[src/rtl/riu_pkg.sv]
// Shared constants and types for the RIU integer-core control path.
package riu_pkg;

    // Major opcodes handled by the core
    localparam logic [6:0] OP_RTYPE = 7'b0110011;
    localparam logic [6:0] OP_ITYPE = 7'b0010011;
    localparam logic [6:0] OP_LUI   = 7'b0110111;

    // Control FSM states
    typedef enum logic [2:0] {
        FETCH,
        WAIT,
        DECODE,
        EXEC,
        WB,
        TRAP
    } state_t;

    // ALU operation: {sub_sra, funct3}
    typedef logic [3:0] alu_op_t;

    localparam alu_op_t ALU_ADD  = 4'b0000;
    localparam alu_op_t ALU_SUB  = 4'b1000;
    localparam alu_op_t ALU_SLL  = 4'b0001;
    localparam alu_op_t ALU_SLT  = 4'b0010;
    localparam alu_op_t ALU_SLTU = 4'b0011;
    localparam alu_op_t ALU_XOR  = 4'b0100;
    localparam alu_op_t ALU_SRL  = 4'b0101;
    localparam alu_op_t ALU_SRA  = 4'b1101;
    localparam alu_op_t ALU_OR   = 4'b0110;
    localparam alu_op_t ALU_AND  = 4'b0111;

    // addi x0, x0, 0
    localparam logic [31:0] NOP = 32'h0000_0013;

endpackage

[src/rtl/riu_ctrl_classify.sv]
// Combinational instruction classifier: legality check plus ALU/operand/write-back controls.
module riu_ctrl_classify
    import riu_pkg::*;
(
    input  logic [31:0] instr,
    output logic        legal,
    output logic [3:0]  alu_op,
    output logic        alu_src_imm,
    output logic        wb_sel
);

    logic [2:0] funct3;
    logic [6:0] funct7;
    logic       unused_bits;

    assign funct3      = instr[14:12];
    assign funct7      = instr[31:25];
    // Register indices and immediate low bits play no part in classification
    assign unused_bits = ^{instr[24:15], instr[11:7]};

    // Decode opcode and funct fields into control outputs and a legality flag
    always_comb begin
        legal       = 1'b0;
        alu_op      = ALU_ADD;
        alu_src_imm = 1'b0;
        wb_sel      = 1'b0;
        case (instr[6:0])
            OP_RTYPE: begin
                alu_op = {instr[30], funct3};
                legal  = (funct7 == 7'b0000000) ||
                         ((funct7 == 7'b0100000) && ((funct3 == 3'b000) || (funct3 == 3'b101)));
            end
            OP_ITYPE: begin
                alu_src_imm = 1'b1;
                // Only shift-right uses bit 30 to pick arithmetic vs logical
                alu_op      = {(funct3 == 3'b101) ? instr[30] : 1'b0, funct3};
                case (funct3)
                    3'b001:  legal = (funct7 == 7'b0000000);
                    3'b101:  legal = (funct7 == 7'b0000000) || (funct7 == 7'b0100000);
                    default: legal = 1'b1;
                endcase
            end
            OP_LUI: begin
                legal  = 1'b1;
                wb_sel = 1'b1;
            end
            default: legal = 1'b0;
        endcase
    end

endmodule

[src/rtl/riu_ctrl.sv]
// Multicycle control FSM: fetch, decode, execute and write back one instruction at a time.
module riu_ctrl
    import riu_pkg::*;
#(
    parameter logic [31:0] RESET_PC = 32'h0000_0000,
    parameter logic [31:0] PC_STEP  = 32'd4
) (
    input  logic        clk,
    input  logic        rst_n,
    output logic        imem_req,
    output logic [31:0] imem_addr,
    input  logic        imem_gnt,
    input  logic        imem_rvalid,
    input  logic [31:0] imem_rdata,
    input  logic        stall,
    output logic [31:0] instr,
    output logic [31:0] pc,
    output logic [3:0]  alu_op,
    output logic        alu_src_imm,
    output logic        wb_sel,
    output logic        rf_we,
    output logic        retire,
    output logic        illegal
);

    state_t     state;
    logic       cls_legal;
    logic [3:0] cls_alu_op;
    logic       cls_alu_src_imm;
    logic       cls_wb_sel;

    riu_ctrl_classify u_classify (
        .instr       (instr),
        .legal       (cls_legal),
        .alu_op      (cls_alu_op),
        .alu_src_imm (cls_alu_src_imm),
        .wb_sel      (cls_wb_sel)
    );

    // Request is combinational so a grant can be taken in the first FETCH cycle
    assign imem_req  = (state == FETCH) && !stall;
    assign imem_addr = pc;

    // Control FSM with registered control outputs and strobes
    always_ff @(posedge clk or negedge rst_n) begin
        if (!rst_n) begin
            state       <= FETCH;
            pc          <= RESET_PC;
            instr       <= NOP;
            alu_op      <= ALU_ADD;
            alu_src_imm <= 1'b0;
            wb_sel      <= 1'b0;
            rf_we       <= 1'b0;
            retire      <= 1'b0;
            illegal     <= 1'b0;
        end else begin
            rf_we  <= 1'b0;
            retire <= 1'b0;
            case (state)
                FETCH: begin
                    if (imem_req && imem_gnt) begin
                        state <= WAIT;
                    end
                end
                WAIT: begin
                    if (imem_rvalid) begin
                        instr <= imem_rdata;
                        state <= DECODE;
                    end
                end
                DECODE: begin
                    if (cls_legal) begin
                        alu_op      <= cls_alu_op;
                        alu_src_imm <= cls_alu_src_imm;
                        wb_sel      <= cls_wb_sel;
                        state       <= EXEC;
                    end else begin
                        illegal <= 1'b1;
                        state   <= TRAP;
                    end
                end
                EXEC: begin
                    // Strobes are registered so they are high for exactly the WB cycle
                    rf_we  <= 1'b1;
                    retire <= 1'b1;
                    state  <= WB;
                end
                WB: begin
                    pc    <= pc + PC_STEP;
                    state <= FETCH;
                end
                TRAP: begin
                    state <= TRAP;
                end
                default: begin
                    state <= FETCH;
                end
            endcase
        end
    end

endmodule

[config.mk]
export PLATFORM = sky130hd
export DESIGN_NAME = riu_ctrl
export DESIGN_NICKNAME = d
export VERILOG_FILES = /design/src/rtl/riu_pkg.sv /design/src/rtl/riu_ctrl_classify.sv /design/src/rtl/riu_ctrl.sv
export SDC_FILE = /design/constraint.sdc
export NUM_CORES = 1
export LEC_CHECK = 0
export ABC_AREA = 1
export CORE_MARGIN = 2
export CORE_UTILIZATION = 45
export CTS_CLUSTER_DIAMETER = 120
export DETAILED_ROUTE_END_ITERATION = 10
export HOLD_SLACK_MARGIN = 0.05
export PLACE_DENSITY = 0.78
export SLEW_MARGIN = 40
export SYNTH_ARGS = -nofsm -noshare
export SYNTH_HDL_FRONTEND = slang
export SYNTH_SLANG_ARGS = --single-unit
[constraint.sdc]
create_clock -name clk -period 2 [get_ports clk]
set_input_delay 0.4 -clock clk [delete_from_list [all_inputs] [get_ports clk]]
set_output_delay 0.4 -clock clk [all_outputs]
set_load 0.005 [all_outputs]
## Word level (Yosys, flattened, before mapping)

Cells that the tools add are included.

- Bits of input ports: 37
- Output and inout bits: 106
- Register bits after elaboration: 75

- Equality and inequality tests: 13
- Bitwise gates (word level): 1
- Reductions and logical operators: 14
- $add $sub $neg: 1
- Muxes and demuxes: 11

Operators by type and width:

| kind | number |
|---|---|
| $add A32 B3 Y32 const B | 1 |
| $eq A7 B6 Y1 const B | 3 |
| $pmux W3 S5 | 1 |
| $eq A3 B3 Y1 const B | 3 |
| $mux W3 | 3 |
| $pmux W4 S2 | 1 |
| $reduce_and A2 Y1 | 4 |
| $eq A7 B5 Y1 const B | 1 |
| $logic_not A7 Y1 | 1 |
| $eq A3 B1 Y1 const B | 2 |
| $eq A3 B2 Y1 const B | 2 |
| $logic_not A3 Y1 | 2 |
| $mux W1 | 4 |
| $logic_and A1 B1 Y1 | 3 |
| $logic_or A1 B1 Y1 | 3 |
| $pmux W1 S3 | 1 |
| $ne A2 B1 Y1 const B | 1 |
| $ne A2 B2 Y1 const B | 1 |
| $pmux W1 S2 | 1 |
| $logic_not A1 Y1 | 1 |
| $not A1 Y1 | 1 |

## Logic depth before layout (Yosys ltp)

Gate-level depths: netlist of the first run.

- Word-level depth: 7
- Gate-level depth with buffers: 10
- Gate-level depth less buffers: 10

## Cells and area by module

A second synthesis of the first run with hierarchy kept.

- Cells, all modules: 394
- Area, all modules: 3732.3 um2

Modules (own cells, without submodules):

| module | instances | cells each | sequential area each (um2) | area each (um2) |
|---|---|---|---|---|
| riu_ctrl | 1 | 354 | 1830.5 | 3564.7 |
| riu_ctrl_classify | 1 | 40 | 0.0 | 167.7 |

## Worst setup path after synthesis of the first run

Ideal clock, no wire load.

- Kind: register to register
- Start: register pc[3] (netlist: imem_addr[3])
- End: register pc[22] (netlist: imem_addr[22])
- Path buffers: 0
- Cell stages (with the launch flop): 8
- Path slack: 0.488 ns
- Library setup time: 0.125 ns
- Required time: 1.875 ns
- Arrival time: 1.387 ns
- Path through: dfrtp_1 > ha_1 > nand3_1 > nor2_2 > nand3_2 > inv_1 > nand4_1 > xnor2_1

- Word-level cells in the longest chain between the ends: 1

Ends and longest elaborated chain:

| what | RTL line | RTL |
|---|---|---|
| start, declared | riu_ctrl.sv:17 | `output logic [31:0] pc,` |
| start signal, assigned | riu_ctrl.sv:89 | `pc <= pc + PC_STEP;` |
| $add A32 B3 Y32 | riu_ctrl.sv:89 |  |

No other way between the ends.
A chain may end at the register's enable or synchronous reset.

## Worst setup path after layout of the first run

- Start: register pc[4] (netlist: imem_addr[4])
- End: output port pc[4]

No word-level cell between the ends.

==> results.ini, run 1 <==
[drt]
drtIter0Drc=134
via_per_inst=4.84
vias=3264
detail-route-antenna-nets=0
wirelength_um=9220
drc_errors=0
wl_per_cell_um=13.7
drtPass1Iterations=5

[final_layout]
layout-drive-gt1-share=0.125
n_antenna_cell=0
syn_to_final_growth_pct=38.5
nets=602
num-fill-cells=680
utilization=0.650

[sta]
slew_headroom=0.643
hold_viol=0
max_freq_mhz=544
fin_crit_ps=1840
tightest_slew_ps=534
finalCritPeriodShare=0.918
finalClockSkew_ps=10.5
finalSetupViolations=0
drv_slew=0
rsz0062_at_grt=false
tns_ps=0

[synth]
seq_area_frac_synth=0.470
yosys.area_share.simple=0.266
netlist_area_um2=3900
synth_compound_area_frac=0.0206
synth_edf_count=0
synthMuxAreaShare=0.0829
synth.distinct_cells=34
ys_seq_elements=73
synth_area_per_cell_um2=8.74
async_reset_ff_frac=1.00
netlist_instances=446
yosysMostFrequentCell=nand2_1
ys.flop_type=dfrtp_1
synthAdderAreaFrac=0.00321
synth.area.top_cells=dfrtp_1 (45%), nand2_1 (12%), buf_4 (6.9%)
synth_top_family_by_area=simple AND/OR/NAND/NOR gates
synth_top_area_cell=dfrtp_1
yosys.area_share.xor_xnor=0.0382
synth_top_area_frac=0.450
synth.yosys.warnings=0
synth_common_cells=nand2_1 (122), dfrtp_1 (70), nor2_1 (46)

[floorplan]
die_area_um2=9420
die_h_um=97.1
die_x_um=97.1
core_area_um2=8300
io_pins=143
row_count=33
start_util=0.469

[cts]
clkTransAtPathRegs_ps=80
cts_root_buf=clkbuf_8
clockBufferDepth=2
clk_latency_ps=350
cts_tree=done
cts_inserted_buffers=9
cts.sinks=73
ctsHtreeMaxLevel=3

[grt]
antenna_found_initial=0
grt_use_total=0.204
first_global_vias=3281
grt_first_pass_wirelength_um=15600
grt_max_degree=40
grt_overflow=0

[power]
power_frac_comb=0.374
switchingPower_mw=1.65
swShare=0.304
p_seq_frac=0.410
clockPowerShare=0.216
p_per_area_nw_per_um2=1010
p_leak_nw=2.43
p_int_mw=3.78
peakVddDrop_mv=0.698

[setup_path]
critPathCaptureType=output pin
max_stage_delay_ps=560
critPathRequiredTime_ps=1600
crit_family=buffers and inverters
critPathSlowestCell=clkdlybuf4s50_1
cp-start-kind=flop
criticalPathCategory=reg2out
cp_cell_sequence=clkdlybuf4s50_1
crit_buf_inv=1
crit_fanout=9
worst-endpoint-arrival_ps=1440

[place]
port-buffer-count=138
gp_congestion=0.926
hpwl_um=7050

[status]
status=complete, no violations

[hold_path]
min-delay-path-class=reg2reg

[job]
drv_cap=0

registers in the layout (all words and copies together), names as in the netlist:
name and cells:
retire 1, imem_addr 30, illegal 1, instr 32
alu_src_imm 1, wb_sel 1, state 3, alu_op 4
worst register-to-register path: stages (launching register included):
cell and delay [ps]:
dfrtp_1 470, ha_1 200, nand3_1 140, nor2_2 210
nand3_2 190, nor2_1 180, xor2_1 200, inv_1 70
final cells by class:
type                    count  area [um2]  area share
clock buffers              11         141      0.0262
clock inverters             5        56.3      0.0104
inverters                  41         154      0.0285
multi-input cells         294        1620       0.301
flip-flops and latches     73        1830       0.339
well taps                 105         131      0.0243
repair buffers            145        1460       0.270
per-layer routing:
layer  vias to the layer above  track usage  wire length, um
met4                         0       0.0737              168
met3                        14       0.0784              893
met2                       133        0.342             4450
met1                      1502        0.237             3710
li1                       1615            -                -
met5                         -            0                0
kinds of logic after synthesis:
group | after synthesis
AND/OR/NAND/NOR | 231
buffers and inverters | 82
flip-flops | 73
multiplexers | 26
XOR/XNOR | 17
AO/OA/AOI/OAI | 15
adder cells (fa/ha/maj) | 1
other | 1
cells in the final DEF, fill, tap and decap left out, drive strengths merged:
cell type,instances
conb,4
ha,1
dfstp,3
nor3,16
inv,40
nand2,126
xnor2,5
nand3b,6
bufinv,1
a21oi,9
o211ai,2
o21ai,4
dlymetal6s2s,1
buf,7
nor4,1
or2,2
nand3,21
dfrtp,70
clkbuf,11
clkinvlp,1
dlygate4sd3,1
nand4,7
nor2,52
clkinv,4
xor2,12
clkdlybuf4s50,136
mux2,26
final timing paths:
path	from	to	slack, ps	depth (start not counted)
setup / recovery	imem_addr[4]	pc[4]	160	1
hold / removal	alu_op[1]	alu_op[1]	470	2
setup reg to reg	imem_addr[3]	imem_addr[12]	240	7
hold reg to reg	alu_op[1]	alu_op[1]	470	2
max in group asynchronous	rst_n	instr[4]	820	3
min in group asynchronous	rst_n	imem_addr[7]	520	2
power by group through the flow:
stage / clock, mW / sequential [mW] / combinational [mW]
6_report: 1.17 / 2.23 / 2.03
5_1_grt: 1.27 / 2.30 / 2.21
4_1_cts: 1.19 / 2.23 / 2.05
3_5_place_dp: 0 / 2.26 / 2.00
3_3_place_gp: 0 / 2.24 / 1.96
2_1_floorplan: 0 / 2.22 / 0.938
through the flow:
step / hold slack (ps) / total power, mW / instances / instance area, um2 / setup WS [ps]
CTS: 478 / 5.47 / 674 / 5390 / 10.6
global placement: 366 / 4.20 / 655 / 5160 / 73.6
floorplan: 104 / 3.16 / 449 / 3910 / 488
detailed placement: 370 / 4.26 / 655 / 5160 / 81.1
finish: 475 / 5.43 / 674 / 5400 / 163
global route: 506 / 5.78 / 674 / 5400 / 63.8
timing repair:
item,4_1_cts,5_1_grt
setup buffers,2,0
hold buffers,1,0
resized for setup,0,3
endpoints found under the hold margin,17,0
pin swaps,0,0
gates cloned,0,0
endpoints found under the setup margin,1,1
Power figures use the tool's default switching activity.
==> run 2: changes to the inputs <==
--- a/config.mk
+++ b/config.mk
@@ -12,6 +12,7 @@
 export DETAILED_ROUTE_END_ITERATION = 10
 export HOLD_SLACK_MARGIN = 0.05
 export PLACE_DENSITY = 0.78
+export REMOVE_ABC_BUFFERS = 1
 export SLEW_MARGIN = 40
 export SYNTH_ARGS = -nofsm -noshare
 export SYNTH_HDL_FRONTEND = slang
==> run 2 against run 1 <==
Sequential share of layout area increased by 0.12 points. Maximum frequency decreased by 0.66%. Sequential cell count unchanged. Clock-buffer cell count is 1 higher. Via count grew 2.7%. Wire length grew 0.50%. Critical path depth is the same. First-iteration DRC count grew 32%. Critical endpoint unchanged. Non-clock buffer count shrank 3.
==> results.ini, run 2 (same netlist as run 1, synthesis figures left out) <==
[drt]
detail-route-antenna-nets=0  ; unchanged
wl_per_cell_um=13.8  ; +0.95%
drtIter0Drc=177  ; +32%
met2_length_um=4500  ; +1.3%
top_layer=met4
wl_met3_um=985  ; +10%
drc_errors=0  ; unchanged
vias=3351  ; +2.7%
via_per_inst=4.99  ; +3.1%
drtPass1Iterations=4  ; -1
wirelength_um=9260  ; +0.50%
m1WireLength_um=3550  ; -4.2%

[setup_path]
startpoint=imem_addr[4]
reg2reg_to=imem_addr[22]
crit_buf_inv=1  ; unchanged
rrSetupSlack_ps=270  ; +30 ps
critPathCaptureType=output pin
cp_cell_sequence=clkdlybuf4s50_1
worst-endpoint-arrival_ps=1450  ; about the same
criticalPathCategory=reg2out
max_stage_delay_ps=570  ; about the same
ff2ff_path_depth=7  ; unchanged
r2r-start=imem_addr[3]
crit_path_end=pc[4]
worst-path-stages=1  ; unchanged
critPathSlowestCell=clkdlybuf4s50_1
critPathRequiredTime_ps=1600  ; about the same
cp-start-kind=flop
crit_fanout=9  ; unchanged
crit_family=buffers and inverters

[status]
status=complete, no violations

[cts]
ctsHtreeMaxLevel=3  ; unchanged
cts_tree=done
cts_inserted_buffers=9  ; unchanged
cts_root_buf=clkbuf_8
clkTransAtPathRegs_ps=80  ; about the same
post_cts_buffers=0  ; -2
clockBufferDepth=2  ; unchanged
clk_latency_ps=350  ; about the same
cts.sinks=73  ; unchanged

[final_layout]
final_common_cell=clkdlybuf4s50_1
seq_area_um2=1830  ; about the same
regMostFlops=instr
n_antenna_cell=0  ; unchanged
syn_to_final_growth_pct=37.9
multiInputGateArea_um2=1620  ; -0.39%
nets=599  ; -0.50%
num-fill-cells=694  ; +2.1%
layout-drive-gt1-share=0.117  ; -0.00817
final_cell_mix=clkdlybuf4s50_1 (136), nand2_1 (122), dfrtp_1 (70)
largest_reg_flops=32  ; unchanged

[place]
port-buffer-count=138  ; unchanged
gp_congestion=0.946  ; +2.2%
hpwl_um=7100  ; +0.73%

[grt]
grt_overflow=0  ; unchanged
first_global_vias=3275  ; -0.18%
grt_first_pass_wirelength_um=15500  ; -0.49%
grt_use_total=0.203  ; -0.000681
grt_max_degree=56  ; +40%
antenna_found_initial=0  ; unchanged

[floorplan]
core_area_um2=8300  ; unchanged
die_h_um=97.1  ; unchanged
die_area_um2=9420  ; unchanged
start_util=0.469  ; unchanged
die_x_um=97.1  ; unchanged
row_count=33  ; unchanged
io_pins=143  ; unchanged

[power]
peakVddDrop_mv=0.698  ; about the same
p_leak_nw=2.41  ; -0.90%
p_per_area_nw_per_um2=1010  ; +0.73%

[job]
drv_cap=0  ; unchanged

[sta]
whs_ps=457  ; -18.3 ps
fin_crit_ps=1850  ; +12.3 ps
max_freq_mhz=541  ; -0.66%
hold_viol=0  ; unchanged
finalClockSkew_ps=7.54  ; -2.98 ps
tns_ps=0  ; unchanged
finalSetupViolations=0  ; unchanged
finalCritPeriodShare=0.924  ; +0.00615
drv_slew=0  ; unchanged
rsz0062_at_grt=false

[hold_path]
min-delay-path-class=in2async

## run 2: cell count changes in the layout (fill, tap and decap cells not counted), sizes merged
cell / previous run / this run
dlygate4sd2: 0 / 1
dlymetal6s2s: 1 / 0
buf: 7 / 4
clkbuf: 11 / 12
clkinv: 4 / 3
## run 2: repair_timing
action,4_1_cts,5_1_grt
resized for setup,1,0
endpoints found under the hold margin,18,0
setup endpoints to repair,1,0
hold buffers,1,0
## run 2: worst min-delay path by stage
stage	slack, ps	end	startpoint	depth (start not counted)
floorplan	100	alu_op[0]	rst_n	0
global placement	290	imem_addr[31]	rst_n	1
detailed placement	290	imem_addr[31]	rst_n	1
CTS	460	imem_addr[11]	rst_n	2
global route	490	imem_addr[20]	rst_n	2
finish	460	imem_addr[11]	rst_n	2
## run 2: power by group
part | switching (mW) | leakage, nW | internal [mW] | total, mW
combinational | 0.748 | 1.38 | 1.24 | 1.99
clock | 0.565 | 0.103 | 0.645 | 1.21
sequential | 0.346 | 0.928 | 1.90 | 2.25
## run 2: layout make-up
cell class | count | share of cell area
inverters | 41 | 0.0286
flip-flops and latches | 73 | 0.341
clock buffers | 12 | 0.0289
multi-input cells | 294 | 0.301
clock inverters | 4 | 0.00955
repair buffers | 142 | 0.267
well taps | 105 | 0.0244
## run 2: layer usage
layer  global-route usage  vias to the layer above
met5                    0                        -
met4               0.0921                        0
met3               0.0698                       19
met2                0.331                      160
met1                0.243                     1567
li1                     -                     1605
## run 2: stage by stage
stage                     worst slack (ps)  area [um2]  utilization  cells  power, mW
final                                  151        5370        0.648    671       5.45
after global routing                  72.5        5370        0.648    671       5.78
after detailed placement              75.0        5160        0.622    654       4.28
after CTS                              119        5370        0.648    671       5.50
after floorplan                        242        3600            -    408       3.06
after global placement                68.9        5160        0.622    654       4.20
